<file path="src/rtl/rst_seq_pkg.sv">
// rtl/rst_seq_pkg.sv - shared state encoding and parameter defaults for rst_seq
package rst_seq_pkg;

    typedef enum logic [1:0] {
        WAIT_LOCK = 2'd0,
        HOLD      = 2'd1,
        REL       = 2'd2,
        RUN       = 2'd3
    } state_t;

    localparam int LOCK_FILT_DEF   = 4;
    localparam int HOLD_CYCLES_DEF = 16;
    localparam int STAGE_GAP_DEF   = 8;

    function automatic int max3(input int a, input int b, input int c);
        int m;
        m = (a > b) ? a : b;
        return (m > c) ? m : c;
    endfunction

endpackage

</file>
<file path="src/rtl/rst_seq_filt.sv">
// rtl/rst_seq_filt.sv - deglitch filter: dout follows din after LOCK_FILT consecutive differing samples
module rst_seq_filt #(
    parameter int LOCK_FILT = 4
) (
    input  logic clk,
    input  logic rst_n,
    input  logic din,
    output logic dout
);

    localparam int CW = $clog2(LOCK_FILT) + 1;

    logic [CW-1:0] cnt;

    // Any sample matching dout restarts the run, so short glitches never reach dout.
    always_ff @(posedge clk or negedge rst_n) begin
        if (!rst_n) begin
            cnt  <= '0;
            dout <= 1'b0;
        end else if (din == dout) begin
            cnt <= '0;
        end else if (cnt == CW'(LOCK_FILT - 1)) begin
            cnt  <= '0;
            dout <= din;
        end else begin
            cnt <= cnt + 1'b1;
        end
    end

endmodule

</file>
<file path="src/rtl/rst_seq.sv">
// rtl/rst_seq.sv - PLL-lock gated, staged reset release sequencer with software reset
module rst_seq
    import rst_seq_pkg::*;
#(
    parameter int LOCK_FILT   = LOCK_FILT_DEF,
    parameter int HOLD_CYCLES = HOLD_CYCLES_DEF,
    parameter int STAGE_GAP   = STAGE_GAP_DEF
) (
    input  logic       clk,
    input  logic       rst_n,
    input  logic       pll_locked,
    input  logic       sw_rst_req,
    output logic [2:0] rst_out_n,
    output logic       ready,
    output logic       sw_ack
);

    localparam int CW = $clog2(max3(LOCK_FILT, HOLD_CYCLES, STAGE_GAP)) + 1;

    state_t        state;
    logic [CW-1:0] cnt;
    logic [1:0]    stage;
    logic          lock_f;

    rst_seq_filt #(
        .LOCK_FILT(LOCK_FILT)
    ) u_filt (
        .clk  (clk),
        .rst_n(rst_n),
        .din  (pll_locked),
        .dout (lock_f)
    );

    always_ff @(posedge clk or negedge rst_n) begin
        if (!rst_n) begin
            state     <= WAIT_LOCK;
            rst_out_n <= 3'b000;
            ready     <= 1'b0;
            sw_ack    <= 1'b0;
            cnt       <= '0;
            stage     <= 2'd0;
        end else begin
            sw_ack <= 1'b0;
            case (state)
                WAIT_LOCK: begin
                    if (lock_f) begin
                        state <= HOLD;
                        cnt   <= '0;
                    end
                end
                HOLD: begin
                    if (!lock_f) begin
                        state     <= WAIT_LOCK;
                        rst_out_n <= 3'b000;
                        ready     <= 1'b0;
                        cnt       <= '0;
                        stage     <= 2'd0;
                    end else if (cnt == CW'(HOLD_CYCLES - 1)) begin
                        rst_out_n <= 3'b001;
                        state     <= REL;
                        stage     <= 2'd1;
                        cnt       <= '0;
                    end else begin
                        cnt <= cnt + 1'b1;
                    end
                end
                REL: begin
                    if (!lock_f) begin
                        state     <= WAIT_LOCK;
                        rst_out_n <= 3'b000;
                        ready     <= 1'b0;
                        cnt       <= '0;
                        stage     <= 2'd0;
                    end else if (cnt == CW'(STAGE_GAP - 1)) begin
                        rst_out_n <= rst_out_n | (3'b001 << stage);
                        cnt       <= '0;
                        if (stage == 2'd2) begin
                            ready <= 1'b1;
                            state <= RUN;
                            stage <= 2'd0;
                        end else begin
                            stage <= stage + 1'b1;
                        end
                    end else begin
                        cnt <= cnt + 1'b1;
                    end
                end
                RUN: begin
                    // A request is acknowledged even when a lock loss wins the next state.
                    if (sw_rst_req) begin
                        sw_ack <= 1'b1;
                    end
                    if (!lock_f) begin
                        state     <= WAIT_LOCK;
                        rst_out_n <= 3'b000;
                        ready     <= 1'b0;
                        cnt       <= '0;
                        stage     <= 2'd0;
                    end else if (sw_rst_req) begin
                        state     <= HOLD;
                        rst_out_n <= 3'b000;
                        ready     <= 1'b0;
                        cnt       <= '0;
                    end
                end
                default: begin
                    state     <= WAIT_LOCK;
                    rst_out_n <= 3'b000;
                    ready     <= 1'b0;
                    cnt       <= '0;
                    stage     <= 2'd0;
                end
            endcase
        end
    end

endmodule

</file>
<file path="config.mk">
export PLATFORM = sky130hd
export DESIGN_NAME = rst_seq
export DESIGN_NICKNAME = d
export VERILOG_FILES = /design/src/rtl/rst_seq_pkg.sv /design/src/rtl/rst_seq_filt.sv /design/src/rtl/rst_seq.sv
export SDC_FILE = /design/constraint.sdc
export NUM_CORES = 1
export LEC_CHECK = 0
export CAP_MARGIN = 40
export CORE_ASPECT_RATIO = 0.75
export CORE_MARGIN = 5
export CORE_UTILIZATION = 30
export CTS_CLUSTER_DIAMETER = 40
export DETAILED_ROUTE_END_ITERATION = 10
export SLEW_MARGIN = 10
export SYNTH_ARGS = -nofsm -noshare
export SYNTH_HDL_FRONTEND = slang
export SYNTH_SLANG_ARGS = --single-unit
</file>
<file path="constraint.sdc">
create_clock -name clk -period 5 [get_ports clk]
set_clock_uncertainty 0.1 [all_clocks]
set_input_delay 1.5 -clock clk [delete_from_list [all_inputs] [get_ports clk]]
set_output_delay 1.5 -clock clk [all_outputs]
set_load 0.03 [all_outputs]
</file>
==> out/summary.txt <==
YOSYS
---------------------------------------------------------------------------------
Post-synthesis net count                                                      116
Distinct cell type count after synthesis                                       38
Register bit total from synthesis                                              18
Part of the Yosys area used for sequential elements                         0.426
Number of flops mapped to enable cells by yosys                                 0
Number of instances in the synthesized netlist                                103
Top_reg_cell synth                                                   sky130_fd_sc_hd__dfrtp_1
Fraction of synthesis flops using an asynchronous set or reset pin           1.00
Number of warning messages in the yosys log                                     0
Mean instance size in the synthesized netlist                           10.3 um^2
Synthesized area                                                        1060 um^2

PWR
---------------------------------------------------------------------------------
Switching component of the power                                         0.273 mW
Share of power burned in combinational logic                                0.497
Total power per unit cell area                                        531 nW/um^2
Sequential power share                                                      0.323
Switching share of total power                                              0.411
Clock power frac                                                            0.180
Max rail drop VDD                                                          261 uV
Leakage power                                                            0.573 nW
Internal cell power                                                      0.391 mW

GLOBAL ROUTE
---------------------------------------------------------------------------------
Vias in the first global route                                                774
Antenna violations before repair                                                0
Maximum number of pins on one net before global-route repair                   19
Global-route wire length before repair                                    3870 um
Leftover overflow at the end of global routing                                  0
Global-route total usage across every layer                                 0.105

STA
---------------------------------------------------------------------------------
Final setup fails                                                               0
Setup TNS Final                                                              0 ps
Worst slew margin                                                           0.736
Max Transition Viols Final                                                      0
Clock period minus worst slack                                            2920 ps
Crit share post-route                                                       0.584
FMAX                                                                      342 MHz
Worst Tran Pin Value                                                       396 ps
Final hold violation count                                                      0
Unrepaired setup endpoints after global routing                             false

CTS
---------------------------------------------------------------------------------
Buffers inserted by post-CTS timing repair                                      0
Buffer depth of the longest clock path                                          2
Worst-path clk slew                                                         70 ps
Clock Latency Late Sink                                                    260 ps
Hold_buf cts                                                                    0
Root Buffer                                                          sky130_fd_sc_hd__clkbuf_8
Number of buffers created by CTS                                                3
# H-tree levels                                                                 1
Gates resized, CTS repair                                                       0
CTS Sinks                                                                      18
TritonCTS clock tree                                                        built

WORST SETUP PATH
---------------------------------------------------------------------------------
Critical path data arrival time                                           3000 ps
Worst reg2reg path endpoint                                              stage[1]
Critical Path Start                                                    sw_rst_req
Category of the worst setup path capture point                          flip-flop
Path type of the worst setup path                                    primary input to flip-flop
Internal reg-to-reg setup slack                                           2870 ps
Worst flop-to-flop path startpoint                                         cnt[0]
Required time reported for the critical path endpoint                     5080 ps
Maximum fanout along the worst path                                             6
Logic depth of the worst register-to-register path                              8
Kind of start point of the critical path                             primary input

ROUTING
---------------------------------------------------------------------------------
Average wire per standard cell                                            13.6 um
Vias                                                                          790
Number of detailed-routing iterations run before antenna repair                 4
# DRC                                                                           0
Number of DRC markers in iteration 0                                           22
Total length of routed wires                                              2110 um
Via density per instance                                                     5.10
Post-route antenna net violation count                                          0

WORST HOLD PATH
---------------------------------------------------------------------------------
Worst hold path endpoint                                             u_filt.cnt[0]
Min-Delay Startpoint                                                 u_filt.cnt[0]
Worst hold path class                                                flip-flop to flip-flop
Cell count of the worst hold path                                               1

PLACEMENT
---------------------------------------------------------------------------------
Port Buffers                                                                    8
Placer's final routability congestion estimate                              0.772
Half-perimeter wire length of the detailed placement result               1650 um
Placed Cells                                                                  150

LAYOUT
---------------------------------------------------------------------------------
Commonest non-fill, non-tap cell in the layout                       sky130_fd_sc_hd__dfrtp_1
Fraction of layout instances using a drive strength above 1                 0.104
Non-filler cells, final                                                       155
Most used cells in the layout excluding fill and tap cells           sky130_fd_sc_hd__dfrtp_1 (18), sky130_fd_sc_hd__inv_1 (10), sky130_fd_sc_hd__ha_1 (9)
Area growth from synthesis to final layout                                  18.2%
Number of nets in the layout                                                  129
Number of antenna diodes                                                        0

DIE
---------------------------------------------------------------------------------
Chip width                                                                78.6 um
Area inside the core boundary                                           3330 um^2
Y dimension of the die                                                    61.4 um
Count of standard-cell rows                                                    18
Effective utilization at floorplan                                          0.318
Area enclosed by the die boundary                                       4830 um^2
IO Pins                                                                         9

RUN
---------------------------------------------------------------------------------
Total of max-cap violations                                                     0

RUN STATUS
---------------------------------------------------------------------------------
Outcome                                                              complete, no violations

power by group through the flow:
stage / registers, mW / clock network (mW) / logic (mW)
2_1_floorplan: 0.214 / 0 / 0.256
3_3_place_gp: 0.214 / 0 / 0.318
3_5_place_dp: 0.218 / 0 / 0.328
4_1_cts: 0.215 / 0.124 / 0.331
5_1_grt: 0.221 / 0.132 / 0.367
6_report: 0.215 / 0.120 / 0.330
area by class of cell:
cell class                      instances  area [um^2]
Sequential cell                        18          450
Fill cell                             345         2080
Inverter                               10         37.5
Multi-Input combinational cell         74          563
Clock buffer                            4         55.1
Tap cell                               40         50.0
Timing Repair Buffer                    9         95.1
registers in the layout, summed over array words and instances, names as in the netlist:
signal / cells
sw_ack: 1
ready: 1
u_filt.cnt: 3
state: 2
u_filt.dout: 1
stage: 2
cnt: 5
rst_out_n: 3
worst max-delay path by stage:
stage,end,slack [ps],cells after the start
2_1_floorplan,state[0],2470,4
6_report,state[1],2080,5
4_1_cts,ready,2080,1
3_5_place_dp,state[1],1830,5
5_1_grt,state[1],2020,5
3_3_place_gp,state[0],1900,5
critical path, stage by stage:
cell and delay (ps):
sky130_fd_sc_hd__clkdlybuf4s50_1 510, sky130_fd_sc_hd__and3b_4 230, sky130_fd_sc_hd__a21o_1 230, sky130_fd_sc_hd__a311oi_2 300, sky130_fd_sc_hd__mux2i_1 230
synth_stat cells, types with 3 or more instances:
master	instances	share of area
sky130_fd_sc_hd__ha_1	9	0.11
sky130_fd_sc_hd__nor2_1	5	0.018
sky130_fd_sc_hd__dfrtp_1	18	0.43
sky130_fd_sc_hd__mux2i_1	4	0.038
sky130_fd_sc_hd__nand2_1	5	0.018
sky130_fd_sc_hd__o21ai_0	6	0.028
sky130_fd_sc_hd__inv_1	10	0.035
sky130_fd_sc_hd__nand3_1	4	0.019
sky130_fd_sc_hd__nor3_1	3	0.014
sky130_fd_sc_hd__nor2b_1	5	0.030
kinds of logic (layout without fill, tap and decap cells):
family / Yosys count / after routing / synth area share
xor gates and xnor gates: 1 / 1 / 0.00828
DFF: 18 / 18 / 0.426
adders and majority gates: 9 / 9 / 0.106
AOI/OAI and AO/OA: 22 / 22 / 0.155
muxes: 5 / 5 / 0.0485
and+or+nand+nor: 37 / 37 / 0.214
buffers and inverters: 11 / 23 / 0.0426
metrics by stage:
| stage | setup WS [ps] | instance area [um^2] | hold WS, ps | total power [mW] | util |
|---|---|---|---|---|---|
| finish | 2080 | 1250 | 350 | 0.664 | 0.375 |
| global route | 2020 | 1250 | 390 | 0.721 | 0.375 |
| CTS | 2080 | 1240 | 360 | 0.669 | 0.371 |
| detailed placement | 1830 | 1180 | 350 | 0.546 | 0.354 |
| global placement | 1900 | 1180 | 330 | 0.532 | 0.354 |
| floorplan | 2470 | 1060 | 319 | 0.470 | - |
layer usage:
metal	vias to the layer above	GRT usage	share of wire	wire length (um)
met5	-	0	0	0
met2	13	0.157	0.43	912
met3	5	0.0307	0.041	87
met1	380	0.142	0.51	1080
met4	0	0.0449	0.014	29
li1	392	-	-	-
Power figures use the tool's default switching activity.
==> RTL edit 1: new RTL, config.mk and constraints unchanged <==
Make the reset (`rst_n`) synchronous in 2 clocked blocks.
--- a/src/rtl/rst_seq_filt.sv
+++ b/src/rtl/rst_seq_filt.sv
@@ -13,7 +13,7 @@
     logic [CW-1:0] cnt;
 
     // Any sample matching dout restarts the run, so short glitches never reach dout.
-    always_ff @(posedge clk or negedge rst_n) begin
+    always_ff @(posedge clk) begin
         if (!rst_n) begin
             cnt  <= '0;
             dout <= 1'b0;
--- a/src/rtl/rst_seq.sv
+++ b/src/rtl/rst_seq.sv
@@ -31,7 +31,7 @@
         .dout (lock_f)
     );
 
-    always_ff @(posedge clk or negedge rst_n) begin
+    always_ff @(posedge clk) begin
         if (!rst_n) begin
             state     <= WAIT_LOCK;
             rst_out_n <= 3'b000;
Function: same outputs for any inputs over 10 cycles, from zero or initial values and one cycle with rst_n low; that may be too few to reach the edited logic, so the function may still have changed.
==> RTL edit 1 against the original RTL <==
Wire length up 4.0%; worst hold slack lost 0.022 ns; non-clock buffer count down 1; area after synthesis fell by 3.1%; critical path type unchanged; setup slack got worse by 0.14 ns; largest cell class unchanged; cell area decreased by 5.8%; sequential cell count stayed put.
Power is not compared: it rests on default switching activity, and its combinational part moved more than twofold at a synthesized area within 25%.
==> RTL edit 1: results (changes against the original RTL) <==
Cell variety after synth: 40 (+5.3%)
Worst slew margin: 68.3% (-5.2 points)
Largest registers: cnt x5, rst_out_n x3, u_filt.cnt x3
Highest-delay cell along the critical path: or4b_2
Routability cong.: 0.752 (-2.7%)
Status: finished clean
HPWL after DPL: 1.62 mm (-2.2%)
Share of layout cells above drive strength 1: 9.52% (-0.91 points)
Critical Path AT: 3.14 ns (+0.14 ns)
Synth Instances: 117 (+14%)
Nets: 141 (+9.3%)
FFs w/ async S/R, synth: 0% (-100 points)
Non-Filler Instances: 166 (+7.1%)
Placed Cells: 163 (+8.7%)
Largest net degree at the start of global routing: 16 (-3)
Ant. Diodes: 0 (unchanged)
Post-synthesis sequential area ratio: 35.1% (-7.4 points)
First-pass GRT wire length: 3.76 mm (-2.8%)
Vias in the first global route: 832 (+7.5%)
Vias: 860 (+8.9%)
Worst Hold Class: flop to flop
Fill count: 349 (+1.2%)
Port bufs: 8 (unchanged)
Total Routing Usage GR: 10.0% (-0.45 points)
Synth area leaders: dfxtp_1 35%, ha_1 11%, a21oi_1 4.4%, mux2i_1 3.9%, inv_1 3.7%
Clock transition at path regs: 0.06 ns
Synthesized net count: 130 (+12%)
Most frequent cells after synthesis: 18 x dfxtp_1, 10 x inv_1, 10 x nand2_1
Iter 0 DRT Violations: 24 (+9.1%)
Critical Path Max Stage Delay: 0.69 ns (+0.18 ns)
CP Max Fanout: 13 (+7)
Routed wire per std cell: 13.2 um (-2.9%)
==> RTL edit 1: cell types whose count changed in the layout (fill, tap and decap cells not counted), sizes merged, moves of 2 or more <==
cell / change
nor3: -2
dfrtp: -18
nand4: +2
o211ai: +2
nand2: +4
nor2: +4
dfxtp: +18
nor2b: -4
a211oi: -2
a21oi: +7
==> RTL edit 1: stage by stage <==
stage               util [%]  worst slack [ns]  instance area [um2]  power, mW  hold slack (ns)
floorplan                  -              2.50                 1030      0.181            0.299
global placement        34.6              1.71                 1140      0.192            0.307
detailed placement      34.6              1.67                 1140      0.194            0.321
CTS                     35.8              1.92                 1180      0.294            0.330
global route            35.8              1.81                 1180      0.304            0.354
finish                  35.8              1.94                 1180      0.291            0.329
==> RTL edit 1: critical path, delay by kind of cell <==
| family | cells | cell delay, ns |
|---|---|---|
| mux | 1 | 0.14 |
| simple gates | 1 | 0.69 |
| buf+inv | 2 | 0.81 |
==> RTL edit 1: logic make-up after synthesis <==
logic type / Yosys count / share of synthesized area [%]
muxes: 4 / 3.90
adders and majority gates: 9 / 11.0
DFF: 18 / 35.1
AOI/OAI and AO/OA: 27 / 17.9
and+or+nand+nor: 46 / 25.7
xor gates and xnor gates: 1 / 0.854
buffers and inverters: 12 / 5.49
==> RTL edit 1: metal layers <==
metal,share of wire [%],track usage (%)
met5,0,0
met4,0.82,2.21
met3,3.9,3.86
met2,45,16.4
met1,50,12.7
==> RTL edit 1: worst paths after layout <==
check | to | slack (ns) | from | depth (start not counted)
worst max-delay path | stage[1]$_SDFFE_PN0P_ | 1.94 | rst_n | 4
worst max register to register | state[1]$_SDFFE_PN0P_ | 2.98 | cnt[0]$_SDFFE_PN0P_ | 7
worst min-delay path | u_filt.cnt[0]$_SDFF_PP0_ | 0.33 | u_filt.cnt[0]$_SDFF_PP0_ | 1
worst min register to register | u_filt.cnt[0]$_SDFF_PP0_ | 0.33 | u_filt.cnt[0]$_SDFF_PP0_ | 1
==> RTL edit 1: final cells by class <==
type / instances / area share [%]
tap: 40 / 4.25
inverter: 10 / 3.18
sequential: 18 / 30.6
clock buffer: 3 / 3.50
timing repair buffer: 8 / 6.79
multi-input combinational: 87 / 51.7
==> RTL edit 1: power breakdown <==
part	internal, mW	total [mW]	switching, mW
sequential	0.147	0.149	0.00222
clock	0.0535	0.0998	0.0463
combinational	0.0164	0.0420	0.0256
==> RTL edit 2: new RTL, config.mk and constraints unchanged <==
Made on the original files. `LOCK_FILT_DEF`: 4 -> 2.
--- a/src/rtl/rst_seq_pkg.sv
+++ b/src/rtl/rst_seq_pkg.sv
@@ -8,7 +8,7 @@
         RUN       = 2'd3
     } state_t;
 
-    localparam int LOCK_FILT_DEF   = 4;
+    localparam int LOCK_FILT_DEF   = 2;
     localparam int HOLD_CYCLES_DEF = 16;
     localparam int STAGE_GAP_DEF   = 8;
 
Function: same outputs for any inputs over 10 cycles, from zero or initial values and one cycle with rst_n low; that may be too few to reach the edited logic, so the function may still have changed.
==> RTL edit 2 against the original RTL <==
Power is 16% lower; area after synthesis is 1.1% lower; setup slack worse by 0.054 ns; critical path type unchanged; non-clock buffer count is 1 lower; sequential cell count is 1 lower; largest cell class unchanged; cell area is 4.1% lower; wire length is 5.2% lower; synthesized cell count is 0.97% lower.
==> RTL edit 2: results (changes against the original RTL) <==
Synthesized cell area: 0.00105 mm2 (-1.1%)
Initial antenna violation count: 0 (unchanged)
Synth area leaders: dfrtp_1 41%, ha_1 9.6%, mux2i_1 3.8%, a211oi_2 3.6%, inv_1 3.6%
Post-CTS sizing: 0 (unchanged)
Worst hold path startpoint: u_filt.cnt[0]$_DFF_PN0_
Postcts setup bufs: 0 (unchanged)
Synth Area in Compound Gates: 18.4% (+2.9 points)
Fin Hold WS: 0.388 ns (+0.0371 ns)
Total Routing Usage GR: 9.65% (-0.81 points)
Highest-delay cell along the critical path: clkdlybuf4s50_1
Port bufs: 8 (unchanged)
Critical Path Max Stage Delay: 0.49 ns (-0.02 ns)
HPWL after DPL: 1.51 mm (-8.5%)
Vias per std cell: 5.07 (-0.48%)
Max VDD drop: 0.240 mV (-8.3%)
Num CTS Buffers: 3 (unchanged)
Most frequent cells after synthesis: 17 x dfrtp_1, 10 x inv_1, 8 x ha_1
Synthesized net count: 114 (-1.7%)
Placed cell area: 0.00115 mm2 (-2.2%)
Adder-Cell Fraction of Synth Area: 9.56% (-1.1 points)
Routability cong.: 0.756 (-2.1%)
R2r setup slk: 2.99 ns (+0.12 ns)
Hold worst-path end: u_filt.cnt[0]$_DFF_PN0_
Critical Path Start: sw_rst_req
Nets: 125 (-3.1%)
Root Driver: clkbuf_8
Clk_lat worst skew: 0.25 ns
Vias in the first global route: 757 (-2.2%)
TritonRoute pass-1 iters: 4 (unchanged)
CP Max Fanout: 11 (+5)
Worst slew margin: 48.2% (-25 points)
Share of layout cells above drive strength 1: 13.4% (+3.0 points)
CP delay by family, top: compound AO/OA/AOI/OAI gates
Status: finished clean
Critical Path AT: 3.04 ns (+0.04 ns)
Largest registers: cnt x5, rst_out_n x3
Worst r2r path cells: 7 (-1)
Worst Hold Class: flop to flop
Largest net degree at the start of global routing: 18 (-1)
Ant. Diodes: 0 (unchanged)
Critical Path End: state[1]$_DFFE_PN0P_
YS warnings: 0 (unchanged)
Post-synthesis sequential area ratio: 40.6% (-1.9 points)
H-tree levels: 1 (unchanged)
Reg-to-reg startpoint: cnt[0]$_DFFE_PN0P_
P_leak: 0.526 nW (-8.2%)
XOR/XNOR Fraction of Synth Area: 0.836% (+0.0089 points)
Mux share of post-synthesis cell area: 4.90% (+0.052 points)
Clock Tree Buf Depth: 2 (unchanged)
First-pass GRT wire length: 3.57 mm (-7.8%)
Cell variety after synth: 39 (+2.6%)
Hold Path Stages: 1 (unchanged)
Routed wire per std cell: 13.1 um (-3.4%)
Iter 0 DRT Violations: 48 (+120%)
-- RTL edit 2: cell count changes after synthesis, moves of 2 or more --
cell,before,now
buf_6,0,2
nor2b_1,5,2
nor2_1,5,3
a31oi_1,2,0
a32o_1,0,2
o21ai_0,6,2
nand2_1,5,7
o21ai_1,0,5
-- RTL edit 2: final cells by class --
| cell class | instances | area, um2 |
|---|---|---|
| clock buffers | 4 | 45.0 |
| fillers | 339 | 2130 |
| inverters | 11 | 41.3 |
| well taps | 40 | 50.0 |
| repair buffers | 8 | 80.1 |
| multi-input cells | 72 | 558 |
| flip-flops and latches | 17 | 425 |
-- RTL edit 2: power by group --
group          internal [mW]  switching, mW  leakage (nW)
sequential             0.165         0.0322         0.228
clock                 0.0565         0.0450        0.0228
combinational          0.113          0.147         0.275
total                  0.335          0.224         0.526
-- RTL edit 2: cell families after synthesis --
family	count (synthesis)
adder cells (fa/ha/maj)	8
AND/OR/NAND/NOR	34
flip-flops	17
AO/OA/AOI/OAI	24
buffers and inverters	13
XOR/XNOR	1
multiplexers	5
-- RTL edit 2: routing by layer --
layer	vias to the layer above	share of wire [%]	track usage (%)
met5	-	0	0
met4	0	1.8	3.99
met3	6	4.1	3.22
met2	15	42	14.3
met1	367	52	13.1
li1	383	-	-
-- RTL edit 2: stage by stage --
stage	power (mW)	worst slack, ns	instances	utilization [%]
floorplan	0.415	2.40	102	-
global placement	0.454	1.84	148	34.6
detailed placement	0.459	1.76	148	34.6
CTS	0.566	2.02	152	36.0
global route	0.603	1.96	152	36.0
finish	0.559	2.03	152	36.0
